### src/rtl/relogio_ajuste_ctrl_if.sv
// Button/current-time inputs and load bus outputs of the time-set controller.
// The slave modport is the controller's view; master is the driver side.
interface relogio_ajuste_ctrl_if;
   logic       btn_mode;
   logic       btn_inc;
   logic       btn_cancel;
   logic [1:0] cur_H1;
   logic [3:0] cur_H0;
   logic [3:0] cur_M1;
   logic [3:0] cur_M0;
   logic       LD;
   logic [1:0] H_in1;
   logic [3:0] H_in0;
   logic [3:0] M_in1;
   logic [3:0] M_in0;
   logic [3:0] edit_sel;
   logic       busy;

   modport slave (
      input  btn_mode, btn_inc, btn_cancel, cur_H1, cur_H0, cur_M1, cur_M0,
      output LD, H_in1, H_in0, M_in1, M_in0, edit_sel, busy
   );

   modport master (
      output btn_mode, btn_inc, btn_cancel, cur_H1, cur_H0, cur_M1, cur_M0,
      input  LD, H_in1, H_in0, M_in1, M_in0, edit_sel, busy
   );
endinterface

### src/rtl/relogio_ajuste_ctrl.sv
// Time-set controller: edits HH:MM digit by digit (H1, H0, M1, M0) and
// emits a one-cycle LD with the BCD load value on commit.
module relogio_ajuste_ctrl #(
   parameter int unsigned TIMEOUT = 30,
   parameter int unsigned TO_W    = 6
) (
   input  logic                  clk,
   input  logic                  reset,
   relogio_ajuste_ctrl_if.slave  bus
);

   typedef enum logic [2:0] {
      S_RUN,
      S_SET_H1,
      S_SET_H0,
      S_SET_M1,
      S_SET_M0,
      S_COMMIT
   } state_t;

   localparam logic [TO_W-1:0] TO_LAST = TO_W'(TIMEOUT - 1);

   state_t          r_state, w_state_nx;
   logic [TO_W-1:0] r_to, w_to_nx;
   logic [1:0]      r_h1, w_h1_nx;
   logic [3:0]      r_h0, w_h0_nx;
   logic [3:0]      r_m1, w_m1_nx;
   logic [3:0]      r_m0, w_m0_nx;
   logic            r_ld, w_ld_nx;
   logic [3:0]      r_sel, w_sel_nx;
   logic            r_busy, w_busy_nx;
   logic            w_cap_h_ok, w_cap_m_ok;
   logic            w_editing;

   assign w_cap_h_ok = (bus.cur_H1 <= 2'd2) && (bus.cur_H0 <= 4'd9) &&
                       !((bus.cur_H1 == 2'd2) && (bus.cur_H0 > 4'd3));
   assign w_cap_m_ok = (bus.cur_M1 <= 4'd5) && (bus.cur_M0 <= 4'd9);
   assign w_editing  = (r_state == S_SET_H1) || (r_state == S_SET_H0) ||
                       (r_state == S_SET_M1) || (r_state == S_SET_M0);

   always_comb begin
      w_state_nx = r_state;
      w_to_nx    = '0;
      w_h1_nx    = r_h1;
      w_h0_nx    = r_h0;
      w_m1_nx    = r_m1;
      w_m0_nx    = r_m0;

      if (r_state == S_RUN) begin
         if (bus.btn_mode) begin
            w_state_nx = S_SET_H1;
            w_h1_nx    = w_cap_h_ok ? bus.cur_H1 : '0;
            w_h0_nx    = w_cap_h_ok ? bus.cur_H0 : '0;
            w_m1_nx    = w_cap_m_ok ? bus.cur_M1 : '0;
            w_m0_nx    = w_cap_m_ok ? bus.cur_M0 : '0;
         end
      end else if (r_state == S_COMMIT) begin
         w_state_nx = S_RUN;
      end else if (w_editing) begin
         // cancel > mode > inc > idle timeout; any accepted button leaves w_to_nx at 0
         if (bus.btn_cancel) begin
            w_state_nx = S_RUN;
         end else if (bus.btn_mode) begin
            case (r_state)
               S_SET_H1: w_state_nx = S_SET_H0;
               S_SET_H0: w_state_nx = S_SET_M1;
               S_SET_M1: w_state_nx = S_SET_M0;
               default:  w_state_nx = S_COMMIT;
            endcase
         end else if (bus.btn_inc) begin
            case (r_state)
               S_SET_H1: begin
                  if (r_h1 >= 2'd2) begin
                     w_h1_nx = '0;
                  end else begin
                     w_h1_nx = r_h1 + 2'd1;
                     if ((r_h1 == 2'd1) && (r_h0 > 4'd3))
                        w_h0_nx = 4'd3;
                  end
               end
               S_SET_H0: begin
                  if ((r_h0 >= 4'd9) || ((r_h1 == 2'd2) && (r_h0 >= 4'd3)))
                     w_h0_nx = '0;
                  else
                     w_h0_nx = r_h0 + 4'd1;
               end
               S_SET_M1: w_m1_nx = (r_m1 >= 4'd5) ? '0 : r_m1 + 4'd1;
               default:  w_m0_nx = (r_m0 >= 4'd9) ? '0 : r_m0 + 4'd1;
            endcase
         end else if (r_to == TO_LAST) begin
            w_state_nx = S_RUN;
         end else begin
            w_to_nx = r_to + TO_W'(1);
         end
      end else begin
         w_state_nx = S_RUN;
      end
   end

   always_comb begin
      w_ld_nx   = (w_state_nx == S_COMMIT);
      w_busy_nx = (w_state_nx != S_RUN);
      case (w_state_nx)
         S_SET_H1: w_sel_nx = 4'b1000;
         S_SET_H0: w_sel_nx = 4'b0100;
         S_SET_M1: w_sel_nx = 4'b0010;
         S_SET_M0: w_sel_nx = 4'b0001;
         default:  w_sel_nx = '0;
      endcase
   end

   always_ff @(posedge clk or negedge reset) begin
      if (!reset) begin
         r_state <= S_RUN;
         r_to    <= '0;
         r_h1    <= '0;
         r_h0    <= '0;
         r_m1    <= '0;
         r_m0    <= '0;
         r_ld    <= 1'b0;
         r_sel   <= '0;
         r_busy  <= 1'b0;
      end else begin
         r_state <= w_state_nx;
         r_to    <= w_to_nx;
         r_h1    <= w_h1_nx;
         r_h0    <= w_h0_nx;
         r_m1    <= w_m1_nx;
         r_m0    <= w_m0_nx;
         r_ld    <= w_ld_nx;
         r_sel   <= w_sel_nx;
         r_busy  <= w_busy_nx;
      end
   end

   assign bus.LD       = r_ld;
   assign bus.H_in1    = r_h1;
   assign bus.H_in0    = r_h0;
   assign bus.M_in1    = r_m1;
   assign bus.M_in0    = r_m0;
   assign bus.edit_sel = r_sel;
   assign bus.busy     = r_busy;

endmodule

### src/flat_wrapper.sv
// flat-port wrapper written by rule: the top's interface ports become plain ports
module relogio_ajuste_ctrl_flat 
#(
   parameter int unsigned TIMEOUT = 30,
   parameter int unsigned TO_W    = 6
)
  (clk, reset, bus_btn_mode, bus_btn_inc, bus_btn_cancel, bus_cur_H1, bus_cur_H0, bus_cur_M1, bus_cur_M0, bus_LD, bus_H_in1, bus_H_in0, bus_M_in1, bus_M_in0, bus_edit_sel, bus_busy);
  relogio_ajuste_ctrl_if bus_i ();
  input  logic clk;
  input  logic reset;
  input wire logic [$bits(bus_i.btn_mode)-1:0] bus_btn_mode;
  input wire logic [$bits(bus_i.btn_inc)-1:0] bus_btn_inc;
  input wire logic [$bits(bus_i.btn_cancel)-1:0] bus_btn_cancel;
  input wire logic [$bits(bus_i.cur_H1)-1:0] bus_cur_H1;
  input wire logic [$bits(bus_i.cur_H0)-1:0] bus_cur_H0;
  input wire logic [$bits(bus_i.cur_M1)-1:0] bus_cur_M1;
  input wire logic [$bits(bus_i.cur_M0)-1:0] bus_cur_M0;
  output wire logic [$bits(bus_i.LD)-1:0] bus_LD;
  output wire logic [$bits(bus_i.H_in1)-1:0] bus_H_in1;
  output wire logic [$bits(bus_i.H_in0)-1:0] bus_H_in0;
  output wire logic [$bits(bus_i.M_in1)-1:0] bus_M_in1;
  output wire logic [$bits(bus_i.M_in0)-1:0] bus_M_in0;
  output wire logic [$bits(bus_i.edit_sel)-1:0] bus_edit_sel;
  output wire logic [$bits(bus_i.busy)-1:0] bus_busy;
  assign bus_i.btn_mode = bus_btn_mode;
  assign bus_i.btn_inc = bus_btn_inc;
  assign bus_i.btn_cancel = bus_btn_cancel;
  assign bus_i.cur_H1 = bus_cur_H1;
  assign bus_i.cur_H0 = bus_cur_H0;
  assign bus_i.cur_M1 = bus_cur_M1;
  assign bus_i.cur_M0 = bus_cur_M0;
  assign bus_LD = bus_i.LD;
  assign bus_H_in1 = bus_i.H_in1;
  assign bus_H_in0 = bus_i.H_in0;
  assign bus_M_in1 = bus_i.M_in1;
  assign bus_M_in0 = bus_i.M_in0;
  assign bus_edit_sel = bus_i.edit_sel;
  assign bus_busy = bus_i.busy;
  relogio_ajuste_ctrl #(.TIMEOUT(TIMEOUT), .TO_W(TO_W)) u_core (.clk(clk), .reset(reset), .bus(bus_i));
endmodule
### config.mk
export PLATFORM = sky130hd
export DESIGN_NAME = relogio_ajuste_ctrl_flat
export DESIGN_NICKNAME = d
export VERILOG_FILES = /design/src/rtl/relogio_ajuste_ctrl_if.sv /design/src/rtl/relogio_ajuste_ctrl.sv /design/src/flat_wrapper.sv
export SDC_FILE = /design/constraint.sdc
export NUM_CORES = 1
export LEC_CHECK = 0
export ABC_CLOCK_PERIOD_IN_PS = 1800
export BUFFER_PORTS_ARGS = -buffer_cell sky130_fd_sc_hd__buf_2
export CAP_MARGIN = 25
export CORE_MARGIN = 1.5
export CORE_UTILIZATION = 49
export CTS_BUF_LIST = sky130_fd_sc_hd__clkbuf_4 sky130_fd_sc_hd__clkbuf_8 sky130_fd_sc_hd__clkbuf_16
export DETAILED_ROUTE_END_ITERATION = 8
export GPL_ROUTABILITY_DRIVEN = 0
export PLACE_DENSITY = 0.76
export SYNTH_ARGS = -nofsm -noshare
export SYNTH_HDL_FRONTEND = slang
export SYNTH_SLANG_ARGS = --single-unit
### constraint.sdc
create_clock -name clk -period 1.8 [get_ports clk]
set_input_delay 0.36 -clock clk [delete_from_list [all_inputs] [get_ports clk]]
set_output_delay 0.36 -clock clk [all_outputs]
set_load 0.02 [all_outputs]
==> qor.yml <==
route:
  vias_per_cell: 5.65
  drcViolationCount: 0
  postRouteAntennaNets: 0
  initialDrtViolationCount: 133
  finalWirelength_mm: 4.55
  dr.pass1.iters: 4
  vias: 1762
  wl_per_cell_um: 14.6
final_layout:
  antenna_cells: 0
  final_core_util: 0.664
  nNetsFinal: 294
  finalInstanceArea_um2: 2410
  drive_gt1_frac: 0.311
  area_delta_synth_final_pct: 31.8
timing:
  fin_ws_ns: 0.0356
  post-route-period-util: 0.980
  maxSlewHeadroom: 0.568
  rsz0062_at_grt: "yes"
  skew_ns: 0.00369
  min_period_ns: 1.76
  finalHoldViolations: 0
  max_freq_mhz: 567
  slew_violations: 0
  final.setup.tns_ns: 0
  worst_pin_slew_ns: 0.648
  finalSetupViolations: 0
power_and_ir_drop:
  leakage_nw: 1.15
  p_per_area_nw_per_um2: 1300
  share_seq_of_total_power: 0.302
  p_sw_mw: 1.20
  power_mw: 3.13
  clkPwrFrac: 0.258
  pwr-share-comb: 0.440
  swShare: 0.384
  ir_drop_v: 0.000790
  internal_power_mw: 1.93
floorplan:
  die_area_um2: 4110
  coreArea_um2: 3630
  die_w_um: 64.1
  rows: 22
  io_pins: 39
  start_util: 0.504
  die_y_um: 64.1
yosys:
  synth_edf_count: 0
  ys_ff_latch: 29
  avgSynthCellArea_um2: 8.80
  syn_area_um2: 1830
  yosysTopAreaCell: "dfrtp_1"
  synth_top_area_share: 0.396
  ys_seq_area_frac: 0.396
  synth_cell_type_count: 47
  synth_area_leaders: "dfrtp_1 (40%), ha_1 (8.2%), o21ai_0 (4.9%)"
  synth.net_count: 239
  yosys_warnings: 0
  synthCells: 208
  synthArstFlopShare: 1.00
  synth_flop_cell: "dfrtp_1"
setup_path:
  end_kind: "register"
  crit_type: "reg -> reg"
  crit_path_start_kind: "register"
  worstPathArrival_ns: 1.94
  cp.required_ns: 1.97
  worst-path-max-fanout: 4
clocking:
  ctsRootBufferMaster: "clkbuf_8"
  numCtsBuffers: 5
  clkTransAtPathRegs_ns: 0.06
  clkLatencyLatePin_ns: 0.29
  clock-sinks: 29
  cts_max_level: 2
  clockBufferDepth: 2
  cts_tree: "done"
grt:
  grt_max_degree: 30
  grt_use_total: 0.222
  grt_pass1_vias: 1584
  grt_overflow: 0
  grt_pass1_wl_mm: 7.07
  antenna_found_initial: 0
placed_design:
  placed_area_um2: 2180
  place_ws_ns: -0.0171
  port_buffers: 38
  place_hpwl_mm: 3.07
min_path:
  hp-class: "in -> async"
status:
  status: "finished, final reports clean"
run:
  cap_viol_max_count: 0
==> cell usage in the layout (no fill, tap or decap), types with 3 or more instances in the layout <==
master     n
buf_2     38
o21ai_0   13
xor2_1     3
inv_1     16
a21oi_1   16
buf_4     17
and2_1     3
dfrtp_1   28
nor3_1     4
and3_1     3
nor3b_1    4
nand2_1   11
nand3_1    9
clkbuf_8   5
ha_1      11
nor2_1    23
a22oi_1    3
nand2b_1   3
o21ai_1    4
==> layer usage <==
layer | share of wire | routed length, um | GRT usage | vias up
li1 | - | - | - | 853
met2 | 0.50 | 2290 | 0.365 | 59
met1 | 0.43 | 1960 | 0.276 | 841
met3 | 0.050 | 227 | 0.0599 | 9
met4 | 0.017 | 78 | 0.0904 | 0
met5 | 0 | 0 | 0 | -
==> registers in the layout, indices dropped and copies added, names as in the netlist <==
| name | count |
|---|---|
| u_core.bus.edit_sel | 4 |
| u_core.bus.H_in1 | 2 |
| u_core.bus.H_in0 | 4 |
| u_core.bus.M_in1 | 4 |
| u_core.bus.M_in0 | 4 |
| u_core.bus.busy | 1 |
| u_core.bus.LD | 1 |
| u_core.r_state | 3 |
| u_core.r_to | 6 |
==> worst paths after layout <==
path / slack [ns] / to / cells past startpoint / from
worst min register to register: 0.52 / u_core.r_to[0] / 1 / u_core.r_to[0]
worst min-delay path: 0.1 / u_core.bus.edit_sel[2] / 1 / reset
min in group clk: 0.37 / u_core.r_state[2] / 2 / bus_btn_cancel
worst max register to register: 0.04 / u_core.bus.H_in1[0] / 7 / u_core.r_state[0]
worst max-delay path: 0.04 / u_core.bus.H_in1[0] / 7 / u_core.r_state[0]
max in group asynchronous: 1.24 / u_core.bus.M_in0[0] / 1 / reset
==> final cells by class <==
cell class              instances  area, um^2
flip-flops and latches         29         727
repair buffers                 55         318
clock buffers                   5        68.8
inverters                      17        63.8
clock inverters                 3        65.1
multi-input cells             155        1110
well taps                      48        60.1
fillers                       305        1220
==> what timing repair did <==
| item | 4_1_cts | 5_1_grt |
|---|---|---|
| buffers inserted | 0 | 1 |
| endpoints found under the setup margin | 6 | 13 |
| pin swaps | 4 | 9 |
| hold buffers | 0 | 0 |
| gates resized for setup | 7 | 11 |
==> synthesized netlist by cell type (2+ instances only) <==
cell type,count
nand2b_1,3
buf_2,5
o21ai_0,18
inv_1,16
o41ai_1,2
a31oi_1,2
a211oi_1,2
o21a_1,2
nand2_1,11
o22ai_1,2
xor2_1,3
and2_1,3
ha_1,12
nor3b_1,5
o31ai_1,2
o21bai_1,2
xnor2_1,2
a32oi_1,2
nor2b_1,2
mux2_2,2
a22oi_1,3
a32o_1,2
clkbuf_1,2
a21oi_1,16
dfrtp_1,29
nor3_1,4
nand3_1,9
nor2_1,24
and3_1,3
==> critical path: stages, from the launching register on <==
cell and delay, ns:
dfrtp_1 0.39, nor3_2 0.22, inv_2 0.08, ha_4 0.17, nor3b_2 0.19, a2bb2oi_2 0.12, nor2_2 0.13, mux2_2 0.34
==> per-stage QoR <==
stage                     instances  hold WS, ns
after floorplan                 208       0.0644
after global placement          303        0.413
after detailed placement        303        0.421
after CTS                       311        0.118
after global routing            312        0.152
final                           312       0.0955
==> power groups by stage <==
stage	registers [mW]	clock network, mW	logic [mW]
detailed placement	0.948	0	1.27
floorplan	1.13	0	0.626
CTS	0.937	0.817	1.29
finish	0.946	0.808	1.38
global route	0.965	0.851	1.53
global placement	0.942	0	1.25
==> kinds of logic after synthesis <==
group / synth area share
AOI/OAI and AO/OA: 0.234
xor gates and xnor gates: 0.0239
adders and majority gates: 0.0820
buffers and inverters: 0.0526
DFF: 0.396
muxes: 0.0123
and+or+nand+nor: 0.198
No activity file was read; power rests on OpenSTA's default activity.
